### config.mk
export PLATFORM = sky130hd
export DESIGN_NAME = branch_unit_flat
export DESIGN_NICKNAME = d
export VERILOG_FILES = /design/src/rtl/branch_unit_if.sv /design/src/rtl/branch_unit.sv /design/src/flat_wrapper.sv
export SDC_FILE = /design/constraint.sdc
export NUM_CORES = 1
export LEC_CHECK = 0
export ABC_CLOCK_PERIOD_IN_PS = 7000
export BUFFER_PORTS_ARGS = -buffer_cell sky130_fd_sc_hd__buf_4
export CORE_MARGIN = 10
export CORE_UTILIZATION = 43
export DETAILED_ROUTE_END_ITERATION = 8
export GPL_TIMING_DRIVEN = 0
export PLACE_DENSITY_LB_ADDON = 0.3
export SLEW_MARGIN = 20
export SYNTH_ARGS = -nofsm -noshare
export SYNTH_HDL_FRONTEND = slang
export SYNTH_SLANG_ARGS = --single-unit
### constraint.sdc
create_clock -name clk -period 7 [get_ports clk]
set_input_delay 1.4 -clock clk [delete_from_list [all_inputs] [get_ports clk]]
set_output_delay 1.4 -clock clk [all_outputs]
set_load 0.02 [all_outputs]
### src/rtl/branch_unit_if.sv
`default_nettype none
// +----------------------------------------------------------------------+
// | branch_unit_if                                                       |
// | EX-stage resolve inputs, fetch BHT lookup, redirect and statistics   |
// | outputs of the branch unit, bundled as one interface.                |
// | Revision: 1.0                                                        |
// +----------------------------------------------------------------------+
interface branch_unit_if #(
  parameter int CNT_W = 32
);
  logic             ex_valid;
  logic             ex_is_branch;
  logic             ex_is_jal;
  logic             ex_is_jalr;
  logic [63:0]      ex_pc;
  logic [63:0]      ex_imm;
  logic [63:0]      ex_rs1;
  logic             cmp_res;
  logic             ex_pred_taken;
  logic             stall;
  logic [63:0]      if_pc;
  logic             if_pred_taken;
  logic             redirect_valid;
  logic [63:0]      redirect_pc;
  logic             flush;
  logic [CNT_W-1:0] br_cnt;
  logic [CNT_W-1:0] miss_cnt;

  // Pipeline side: drives the EX instruction and fetch PC, observes results.
  modport master (
    output ex_valid, ex_is_branch, ex_is_jal, ex_is_jalr,
    output ex_pc, ex_imm, ex_rs1, cmp_res, ex_pred_taken, stall, if_pc,
    input  if_pred_taken, redirect_valid, redirect_pc, flush, br_cnt, miss_cnt
  );

  // Branch unit side.
  modport slave (
    input  ex_valid, ex_is_branch, ex_is_jal, ex_is_jalr,
    input  ex_pc, ex_imm, ex_rs1, cmp_res, ex_pred_taken, stall, if_pc,
    output if_pred_taken, redirect_valid, redirect_pc, flush, br_cnt, miss_cnt
  );
endinterface
`default_nettype wire

### src/rtl/branch_unit.sv
`default_nettype none
// +----------------------------------------------------------------------+
// | branch_unit                                                          |
// | Execute-stage branch resolution: computes the actual next PC,        |
// | issues a registered redirect/flush, maintains a bimodal BHT and      |
// | counts resolved / mispredicted conditional branches.                 |
// | Revision: 1.0                                                        |
// +----------------------------------------------------------------------+
module branch_unit #(
  parameter int BHT_ENTRIES = 16,
  parameter int CNT_W       = 32
) (
  input  logic         clk,
  input  logic         rstn,
  branch_unit_if.slave bus
);

  localparam int IDX_W = $clog2(BHT_ENTRIES);

  // Decoded control-transfer kind; illegal multi-hot decode resolves
  // with priority jalr > jal > branch.
  logic             is_jalr;
  logic             is_jal;
  logic             is_br;
  logic             resolve;
  logic             taken;
  logic             mispredict;
  logic             do_redirect;
  logic [63:0]      jalr_sum;
  logic [63:0]      target;
  logic [63:0]      fall_thru;

  logic [IDX_W-1:0] ex_idx;
  logic [IDX_W-1:0] if_idx;
  logic [1:0]       bht_q [BHT_ENTRIES];
  logic [1:0]       bht_cur;
  logic [1:0]       bht_d;
  logic             bht_we;

  logic             redirect_valid_q;
  logic             redirect_valid_d;
  logic [63:0]      redirect_pc_q;
  logic [63:0]      redirect_pc_d;
  logic [CNT_W-1:0] br_cnt_q;
  logic [CNT_W-1:0] br_cnt_d;
  logic [CNT_W-1:0] miss_cnt_q;
  logic [CNT_W-1:0] miss_cnt_d;

  assign is_jalr = bus.ex_is_jalr;
  assign is_jal  = bus.ex_is_jal & ~bus.ex_is_jalr;
  assign is_br   = bus.ex_is_branch & ~bus.ex_is_jal & ~bus.ex_is_jalr;

  // An instruction seen while a redirect is pending is on the wrong path.
  assign resolve    = bus.ex_valid & ~bus.stall & ~redirect_valid_q;
  assign taken      = is_jal | is_jalr | (is_br & bus.cmp_res);
  assign mispredict = is_br & (taken != bus.ex_pred_taken);
  // Fetch never predicts JAL/JALR, so they always redirect.
  assign do_redirect = resolve & (is_jal | is_jalr | mispredict);

  assign jalr_sum  = bus.ex_rs1 + bus.ex_imm;
  assign target    = is_jalr ? (jalr_sum & ~64'h1) : (bus.ex_pc + bus.ex_imm);
  assign fall_thru = bus.ex_pc + 64'd4;

  assign ex_idx = bus.ex_pc[IDX_W+1:2];
  assign if_idx = bus.if_pc[IDX_W+1:2];

  // Fetch prediction: plain read of the stored counter, no write bypass.
  assign bus.if_pred_taken = bht_q[if_idx][1];

  // Saturating update value for the counter of the resolving branch.
  always_comb begin
    bht_cur = bht_q[ex_idx];
    bht_d   = bht_cur;
    bht_we  = resolve & is_br;
    if (taken) begin
      if (bht_cur != 2'b11) bht_d = bht_cur + 2'd1;
    end else begin
      if (bht_cur != 2'b00) bht_d = bht_cur - 2'd1;
    end
  end

  // Redirect hold/clear and statistics next-state.
  always_comb begin
    redirect_valid_d = redirect_valid_q;
    redirect_pc_d    = redirect_pc_q;
    br_cnt_d         = br_cnt_q;
    miss_cnt_d       = miss_cnt_q;
    if (redirect_valid_q) begin
      if (!bus.stall) redirect_valid_d = 1'b0;
    end else if (do_redirect) begin
      redirect_valid_d = 1'b1;
      redirect_pc_d    = taken ? target : fall_thru;
    end
    if (resolve && is_br) begin
      br_cnt_d = br_cnt_q + 1'b1;
      if (mispredict) miss_cnt_d = miss_cnt_q + 1'b1;
    end
  end

  // Redirect and counter registers.
  always_ff @(posedge clk or negedge rstn) begin
    if (!rstn) begin
      redirect_valid_q <= 1'b0;
      redirect_pc_q    <= 64'd0;
      br_cnt_q         <= '0;
      miss_cnt_q       <= '0;
    end else begin
      redirect_valid_q <= redirect_valid_d;
      redirect_pc_q    <= redirect_pc_d;
      br_cnt_q         <= br_cnt_d;
      miss_cnt_q       <= miss_cnt_d;
    end
  end

  // BHT storage; every counter resets to weakly not-taken.
  always_ff @(posedge clk or negedge rstn) begin
    if (!rstn) begin
      for (int i = 0; i < BHT_ENTRIES; i++) bht_q[i] <= 2'b01;
    end else if (bht_we) begin
      bht_q[ex_idx] <= bht_d;
    end
  end

  assign bus.redirect_valid = redirect_valid_q;
  assign bus.redirect_pc    = redirect_pc_q;
  assign bus.flush          = redirect_valid_q;
  assign bus.br_cnt         = br_cnt_q;
  assign bus.miss_cnt       = miss_cnt_q;

endmodule
`default_nettype wire

### src/flat_wrapper.sv
// flat-port wrapper written by rule: the top's interface ports become plain ports
module branch_unit_flat 
#(
  parameter int BHT_ENTRIES = 16,
  parameter int CNT_W       = 32
)
  (clk, rstn, bus_ex_valid, bus_ex_is_branch, bus_ex_is_jal, bus_ex_is_jalr, bus_ex_pc, bus_ex_imm, bus_ex_rs1, bus_cmp_res, bus_ex_pred_taken, bus_stall, bus_if_pc, bus_if_pred_taken, bus_redirect_valid, bus_redirect_pc, bus_flush, bus_br_cnt, bus_miss_cnt);
  branch_unit_if #(.CNT_W(CNT_W)) bus_i ();
  input  logic clk;
  input  logic rstn;
  input wire logic [$bits(bus_i.ex_valid)-1:0] bus_ex_valid;
  input wire logic [$bits(bus_i.ex_is_branch)-1:0] bus_ex_is_branch;
  input wire logic [$bits(bus_i.ex_is_jal)-1:0] bus_ex_is_jal;
  input wire logic [$bits(bus_i.ex_is_jalr)-1:0] bus_ex_is_jalr;
  input wire logic [$bits(bus_i.ex_pc)-1:0] bus_ex_pc;
  input wire logic [$bits(bus_i.ex_imm)-1:0] bus_ex_imm;
  input wire logic [$bits(bus_i.ex_rs1)-1:0] bus_ex_rs1;
  input wire logic [$bits(bus_i.cmp_res)-1:0] bus_cmp_res;
  input wire logic [$bits(bus_i.ex_pred_taken)-1:0] bus_ex_pred_taken;
  input wire logic [$bits(bus_i.stall)-1:0] bus_stall;
  input wire logic [$bits(bus_i.if_pc)-1:0] bus_if_pc;
  output wire logic [$bits(bus_i.if_pred_taken)-1:0] bus_if_pred_taken;
  output wire logic [$bits(bus_i.redirect_valid)-1:0] bus_redirect_valid;
  output wire logic [$bits(bus_i.redirect_pc)-1:0] bus_redirect_pc;
  output wire logic [$bits(bus_i.flush)-1:0] bus_flush;
  output wire logic [$bits(bus_i.br_cnt)-1:0] bus_br_cnt;
  output wire logic [$bits(bus_i.miss_cnt)-1:0] bus_miss_cnt;
  assign bus_i.ex_valid = bus_ex_valid;
  assign bus_i.ex_is_branch = bus_ex_is_branch;
  assign bus_i.ex_is_jal = bus_ex_is_jal;
  assign bus_i.ex_is_jalr = bus_ex_is_jalr;
  assign bus_i.ex_pc = bus_ex_pc;
  assign bus_i.ex_imm = bus_ex_imm;
  assign bus_i.ex_rs1 = bus_ex_rs1;
  assign bus_i.cmp_res = bus_cmp_res;
  assign bus_i.ex_pred_taken = bus_ex_pred_taken;
  assign bus_i.stall = bus_stall;
  assign bus_i.if_pc = bus_if_pc;
  assign bus_if_pred_taken = bus_i.if_pred_taken;
  assign bus_redirect_valid = bus_i.redirect_valid;
  assign bus_redirect_pc = bus_i.redirect_pc;
  assign bus_flush = bus_i.flush;
  assign bus_br_cnt = bus_i.br_cnt;
  assign bus_miss_cnt = bus_i.miss_cnt;
  branch_unit #(.BHT_ENTRIES(BHT_ENTRIES), .CNT_W(CNT_W)) u_core (.clk(clk), .rstn(rstn), .bus(bus_i));
endmodule
==> results.md, run 1 <==
* R2R cell count at 10
* Hold Vio Cnt, Final at 0
* Post-CTS Setup Inserts at 0
* Worst VDD drop at ~0.15 mV
* Final min period at about 5.0 ns
* R2R Path Start: u_core.bus.flush$_DFF_PN0_
* WHS Path Cells at 1
* Slew at the pin closest to its max-slew limit at between 1 and 1.5 ns
* Hpwl dp at around 59000 um
* Final Max Tran Viols at 0
* F_max at a little under 200 MHz
* Routed WL at a little over 70000 um
* Number of enable flip-flop cells after synthesis at 0
* Max FO, Critical Path at 6
* Seq/Total Area, Yosys at about a quarter
* Critical Path Source: bus_ex_imm[27]
* WS Path Type: in2reg
* RSZ-0062 raised after global routing: no
* Final #Nets at ~2800
* Post-DR wirelength/cell at 24.2 um
* Core area at 38600 um^2
* Die Width at roughly 220 um
* Die ar. at around 47000 um^2
* CTS tree: yes
* MaxCap Viol Count at 0
* Root Driver: clkbuf_16
* Fin crit share at between 70 and 80%
* Synth async-reset ratio at 100%
* Synthesized netlist cell count at between 2000 and 2500
* Clk_skew at 0.0147 ns
* Cell Count, Final, Fillers Out at approximately 3000
* Critical Path AT at 5.42 ns
* Clk buf depth at 2
* Die height at 217 um
* Synthesized area at around 17000 um^2
* Area Growth Syn to Fin at 22.9%
* Cts bufs inserted at 17
* # clock sinks at 161
* # setup viols final at 0
* Vias in the first global route at 18000
* Slew headroom at a little over a quarter
* Ys flop type: dfrtp_1
* Crit path required time at between 7 and 8 ns
* Layout cell share with drive strength beyond 1 at a little under a fifth
* Pre-antenna DRT Iters at 7
* Core Rows at 72
* Worst slack at placement at 1.70 ns
* Total vias in the final route at about 18000
* Drt drc at 0
* Power Dens Cells at 189 nW/um^2
* Final Core Density at 53.2%
* Starting density of the core at ~43%
* Vias per cell at 6.13
* Final worst slack at ~2 ns
* Syn_area_per_cell at between 8 and 9 um^2
* Placed Cells incl. Taps at between 2000 and 3000
* Synth Register Bits at 161
* Io pins at 396
* Synth area leader: dfrtp_1
* Post-synth net total at 2478
* Cts hold-fix bufs at 0
* Yosys cell types at 95
* Port Buffers at approximately 330
* Total negative setup slack at 0 ns
* Global Route Usage Sum at about 30%
* Status: finished clean
* Leakage power at approximately 9 nW
* First-pass GRT wire length at around 110000 um
* Routability congestion estimate at a little under 1
* H-tree depth at 4
* Post-synth top area share at 21.7%
* Largest net degree at the start of global routing at between 80 and 90
* Worst Hold Launch: u_core.bus.br_cnt[31]$_DFFE_PN0P_
* Crit. End Element: flop
* Post-DRT Antenna Nets at 0
* Synth top area cells: dfrtp_1 22%, ha_1 9.8%, xnor2_1 7.1%
* Hold crit path type: reg2reg
* Initial antenna violation count at 1
* Iter 0 DRT Violations at 1739
* Yosys warns at 0
* Post-CTS Resized at 0
* GR Overflow Total at 0
* Clock Pin Slew Worst Setup and Hold Paths at 0.08 ns
* Kind of launch point of the worst setup path: input pin
* Clock Latency Late Sink at about 0.44 ns
* Fill count at approximately 3800
==> worst paths after layout <==
path                                                           to  slack, ns
setup reg to reg              u_core.bus.miss_cnt[29]$_DFFE_PN0P_       3.76
hold / removal                  u_core.bus.br_cnt[31]$_DFFE_PN0P_       0.48
hold reg to reg                 u_core.bus.br_cnt[31]$_DFFE_PN0P_       0.48
max in group asynchronous            u_core.bht_q[18]$_DFFE_PN1P_       5.15
min in group asynchronous       u_core.bus.br_cnt[29]$_DFFE_PN0P_       0.95
setup / recovery           u_core.bus.redirect_pc[48]$_DFFE_PN0P_       1.97
==> area by class of cell <==
type                            count  area (um^2)  area share [%]
Buffer                             91          350            1.71
Antenna cell                        2         5.00          0.0244
Clock inverter                     15          199           0.969
Multi-Input combinational cell   1786        12100            59.2
Inverter                           42          158           0.768
Clock buffer                       17          425            2.07
Tap cell                          518          648            3.16
Sequential cell                   161         4050            19.7
Timing Repair Buffer              335         2540            12.4
==> critical path, cell delays in order <==
cell and delay [ns]:
buf_4 0.12, ha_1 0.37, a21oi_1 0.23, o21ai_1 0.14, or3_1 0.55, or4_1 0.55, o221ai_1 0.47, nand2_1 0.29
a21oi_1 0.23, xor2_1 0.13, a222oi_1 0.66, mux2_2 0.27
==> kinds of logic after synthesis <==
| kind of cell | synth area share (%) |
|---|---|
| XOR/XNOR | 11.6 |
| buffers and inverters | 3.04 |
| AND/OR/NAND/NOR | 20.7 |
| AO/OA/AOI/OAI | 24.7 |
| adder cells (fa/ha/maj) | 10.2 |
| multiplexers | 5.41 |
| flip-flops | 24.3 |
==> layout by cell type (no fill, tap or decap), drive strengths merged, types with 63 or more instances in the layout <==
cell,netlist,final
ha,131,131
o21ai,149,149
a21oi,184,184
buf,9,344
clkbuf,82,99
xnor2,136,136
a21o,63,63
nand2,236,236
dfrtp,145,145
xor2,86,86
nor2,174,174
nand3,83,83
==> routing by layer <==
| layer | up-vias | share of wire [%] | global-route usage (%) |
|---|---|---|---|
| li1 | 8429 | - | - |
| met1 | 8722 | 41 | 37.1 |
| met2 | 910 | 47 | 48.4 |
| met3 | 122 | 8.7 | 5.83 |
| met4 | 0 | 3.6 | 11.0 |
| met5 | - | 0 | 0 |
==> synthesized netlist by cell type (4+ instances only) <==
cell and instances:
a211o_1 4, a211oi_1 34, a21boi_0 6, a21o_1 63, a21oi_1 183, a221o_1 6, a221oi_1 14, a22o_1 8
a22oi_1 6, a31oi_1 25, and2_1 13, and3_1 37, and4_1 6, buf_1 6, clkbuf_1 82, dfrtp_1 145
dfstp_2 16, ha_1 131, inv_1 41, mux2_2 35, mux2i_1 16, mux4_2 15, nand2_1 235, nand2b_1 12
nand3_1 82, nand4_1 61, nor2_1 174, nor2b_1 12, nor3_1 36, nor4_1 12, o211ai_1 8, o21a_1 21
o21ai_0 130, o21ai_1 19, o21bai_1 28, o221ai_1 12, o22ai_1 7, o31a_1 4, o31ai_1 15, or2_2 4
or3_1 17, xnor2_1 136, xor2_1 86
==> per-stage QoR <==
stage	total power [mW]	area (um^2)	hold slack [ns]
2_1_floorplan	2.14	16700	0.491
3_3_place_gp	2.85	19900	0.459
3_5_place_dp	2.86	19900	0.468
4_1_cts	3.86	20500	0.480
5_1_grt	4.06	20500	0.505
6_report	3.87	20500	0.475
==> where the power goes <==
group	switching, mW	internal [mW]	total, mW
clock network	0.503	0.493	0.996
registers	0.123	1.06	1.18
logic	1.03	0.665	1.70
total	1.66	2.22	3.87
==> flip-flops by register name (all words and copies together) (netlist names) <==
signal and cells:
u_core.bht_q 32, u_core.bus.br_cnt 32, u_core.bus.flush 1, u_core.bus.miss_cnt 32, u_core.bus.redirect_pc 64
Note: power is estimated with default switching activity, not from simulation.
==> inputs of run 2 (changes only) <==
- ABC_CLOCK_PERIOD_IN_PS: 7000 -> 4100
- clock period: 7 -> 4.1 ns (I/O delays scaled with it)
==> run 2 against run 1 <==
  * Routed wire length is 0.26% higher
  * Via count barely moved
  * Critical path depth did not move
  * Worst hold slack lost 0.10 ns
  * Global-route usage is essentially flat
  * Critical path type unchanged
  * Largest cell class unchanged
==> results.md, run 2 (same netlist as run 1, synthesis figures left out) <==
* RSZ-0062 raised after global routing: no
* Clock Pin Slew Worst Setup and Hold Paths at approximately 0.080 ns
* R2R cell count at 10
* Critical Path AT at between 4 and 5 ns
* # setup viols final at 0
* Power Dens Cells at around 320 nW/um^2
* Hold crit path type: in2async
* Register-to-register setup slack at between 0.8 and 0.9 ns
* Register area at ~4000 um^2
* Max FO, Critical Path at 6
* Crit path required time at 4.49 ns
* Clk buf depth at 2
* Starting density of the core at roughly 43%
* Hold Vio Cnt, Final at 0
* Drt drc at 0
* Routed WL at roughly 72000 um
* Clk_skew at between 0.015 and 0.02 ns
* Cell Count, Final, Fillers Out at just under 3000
* Commonest non-fill, non-tap cells in the layout: 336 x buf_4, 234 x nand2_1, 183 x a21oi_1, 172 x nor2_1, 145 x dfrtp_1
* Final Power at between 6 and 7 mW
* Die Width at between 200 and 250 um
* Clock Latency Late Sink at 0.44 ns
* Max reg flops at 64
* CTS tree: yes
* Hpwl dp at a little under 60000 um
* Status: finished clean
* Die height at approximately 220 um
* GR Overflow Total at 0
* Root Driver: clkbuf_16
* # clock sinks at 161
* R2R Path Start: u_core.bus.flush$_DFF_PN0_
* WHS at about 0.37 ns
* Post-DRT Antenna Nets at 0
* Pre-antenna DRT Iters at 8
* Commonest non-fill, non-tap cell in the layout: buf_4
* Final Core Density at a little over half
* Global Route Usage Sum at about 30%
* Final #Nets at 2831
* Layout cell share with drive strength beyond 1 at 19.7%
* Vias per cell at 6.13
* Slew headroom at between 20% and 30%
* Vias in the first global route at between 15000 and 20000
* F_max at approximately 250 MHz
* Worst VDD drop at 0.245 mV
* Fin crit share at between 90 and 100%
* Multi-input gate area at 12200 um^2
* Core Rows at 72
* Port Buffers at between 300 and 400
* WS Path Type: in2reg
* Area Growth Syn to Fin at 23.5%
* Total vias in the final route at about 18000
* First-pass GRT wire length at roughly 110000 um
* Kind of launch point of the worst setup path: input pin
* Iter 0 DRT Violations at ~1700
* H-tree depth at 4
* Worst slack at placement at -0.620 ns
* Slew at the pin closest to its max-slew limit at 1.09 ns
* Crit. End Element: flop
* Initial antenna violation count at 1
* Post-DR wirelength/cell at 24.3 um
* Routability congestion estimate at 0.994
* Critical Path Source: bus_ex_imm[27]
* RR Endpoint: u_core.bus.miss_cnt[29]$_DFFE_PN0P_
* Core area at between 30000 and 40000 um^2
* Die ar. at between 40000 and 50000 um^2
* Final Max Tran Viols at 0
* Final min period at roughly 4 ns
* Largest net degree at the start of global routing at between 80 and 90
* Placed Cells incl. Taps at roughly 2900
* MaxCap Viol Count at 0
* Leakage power at approximately 9 nW
* Final worst slack at around 0.053 ns
* Io pins at 396
* Fill count at 3799
* Cts bufs inserted at 17
==> run 2: cell types whose count changed in the layout (fill, tap and decap cells not counted), moves of 2 or more <==
cell and delta:
a31oi_1 -3, nor2_1 -2, o41ai_1 -2, clkbuf_1 -2
o41ai_2 +2, a31oi_2 +3
==> run 2: timing repair <==
action / CTS / global route
pin swaps: 1 / 2
gates resized for setup: 4 / 15
endpoints found under the setup margin: 5 / 13
hold endpoints to repair: 0 / 0
hold buffers: 0 / 0
setup buffers: 0 / 1
==> run 2: worst max path at each step <==
stage,endpoint,slack (ns)
CTS,u_core.bus.redirect_pc[55]$_DFFE_PN0P_,0.004
global route,u_core.bus.redirect_pc[63]$_DFFE_PN0P_,0.01
global placement,u_core.bus.redirect_pc[51]$_DFFE_PN0P_,-0.75
floorplan,u_core.bus.redirect_pc[62]$_DFFE_PN0P_,0.51
finish,u_core.bus.redirect_pc[48]$_DFFE_PN0P_,0.05
detailed placement,u_core.bus.redirect_pc[51]$_DFFE_PN0P_,-0.62
==> run 2: layout make-up <==
class                   instances  area share (%)
well taps                     518            3.14
plain buffers                  89            1.66
repair buffers                336            12.4
multi-input cells            1786            59.4
diodes                          1          0.0121
flip-flops and latches        161            19.6
inverters                      42           0.765
clock inverters                15           0.965
clock buffers                  17            2.06
==> run 2: through the flow <==
stage               instance area, um^2  TNS, ns
finish                            20600        0
detailed placement                19900    -8.27
floorplan                         16700        0
global route                      20600        0
CTS                               20500        0
global placement                  19900    -8.28
==> run 2: routing by layer <==
layer	vias to the layer above	routed length, um	part of all wire (%)	GRT usage [%]
met5	-	0	0	0
met4	0	2750	3.8	11.1
met3	130	6410	8.9	5.66
met2	890	33600	47	48.4
met1	8732	29200	41	37.2
li1	8425	-	-	-
==> run 2: power by group <==
part / switching [mW] / internal [mW] / leakage, nW
Clock: 0.851 / 0.842 / 0.301
Sequential: 0.212 / 1.81 / 2.07
Combinational: 1.77 / 1.14 / 6.88
==> run 2: critical path, stage by stage <==
cell and delay [ns]:
buf_4 0.13, ha_1 0.37, a21oi_1 0.23, o21ai_1 0.14, or3_4 0.48, or4_1 0.54
o221ai_2 0.32, nand2_2 0.16, a21oi_1 0.18, xor2_1 0.13, a222oi_1 0.66, mux2_2 0.27
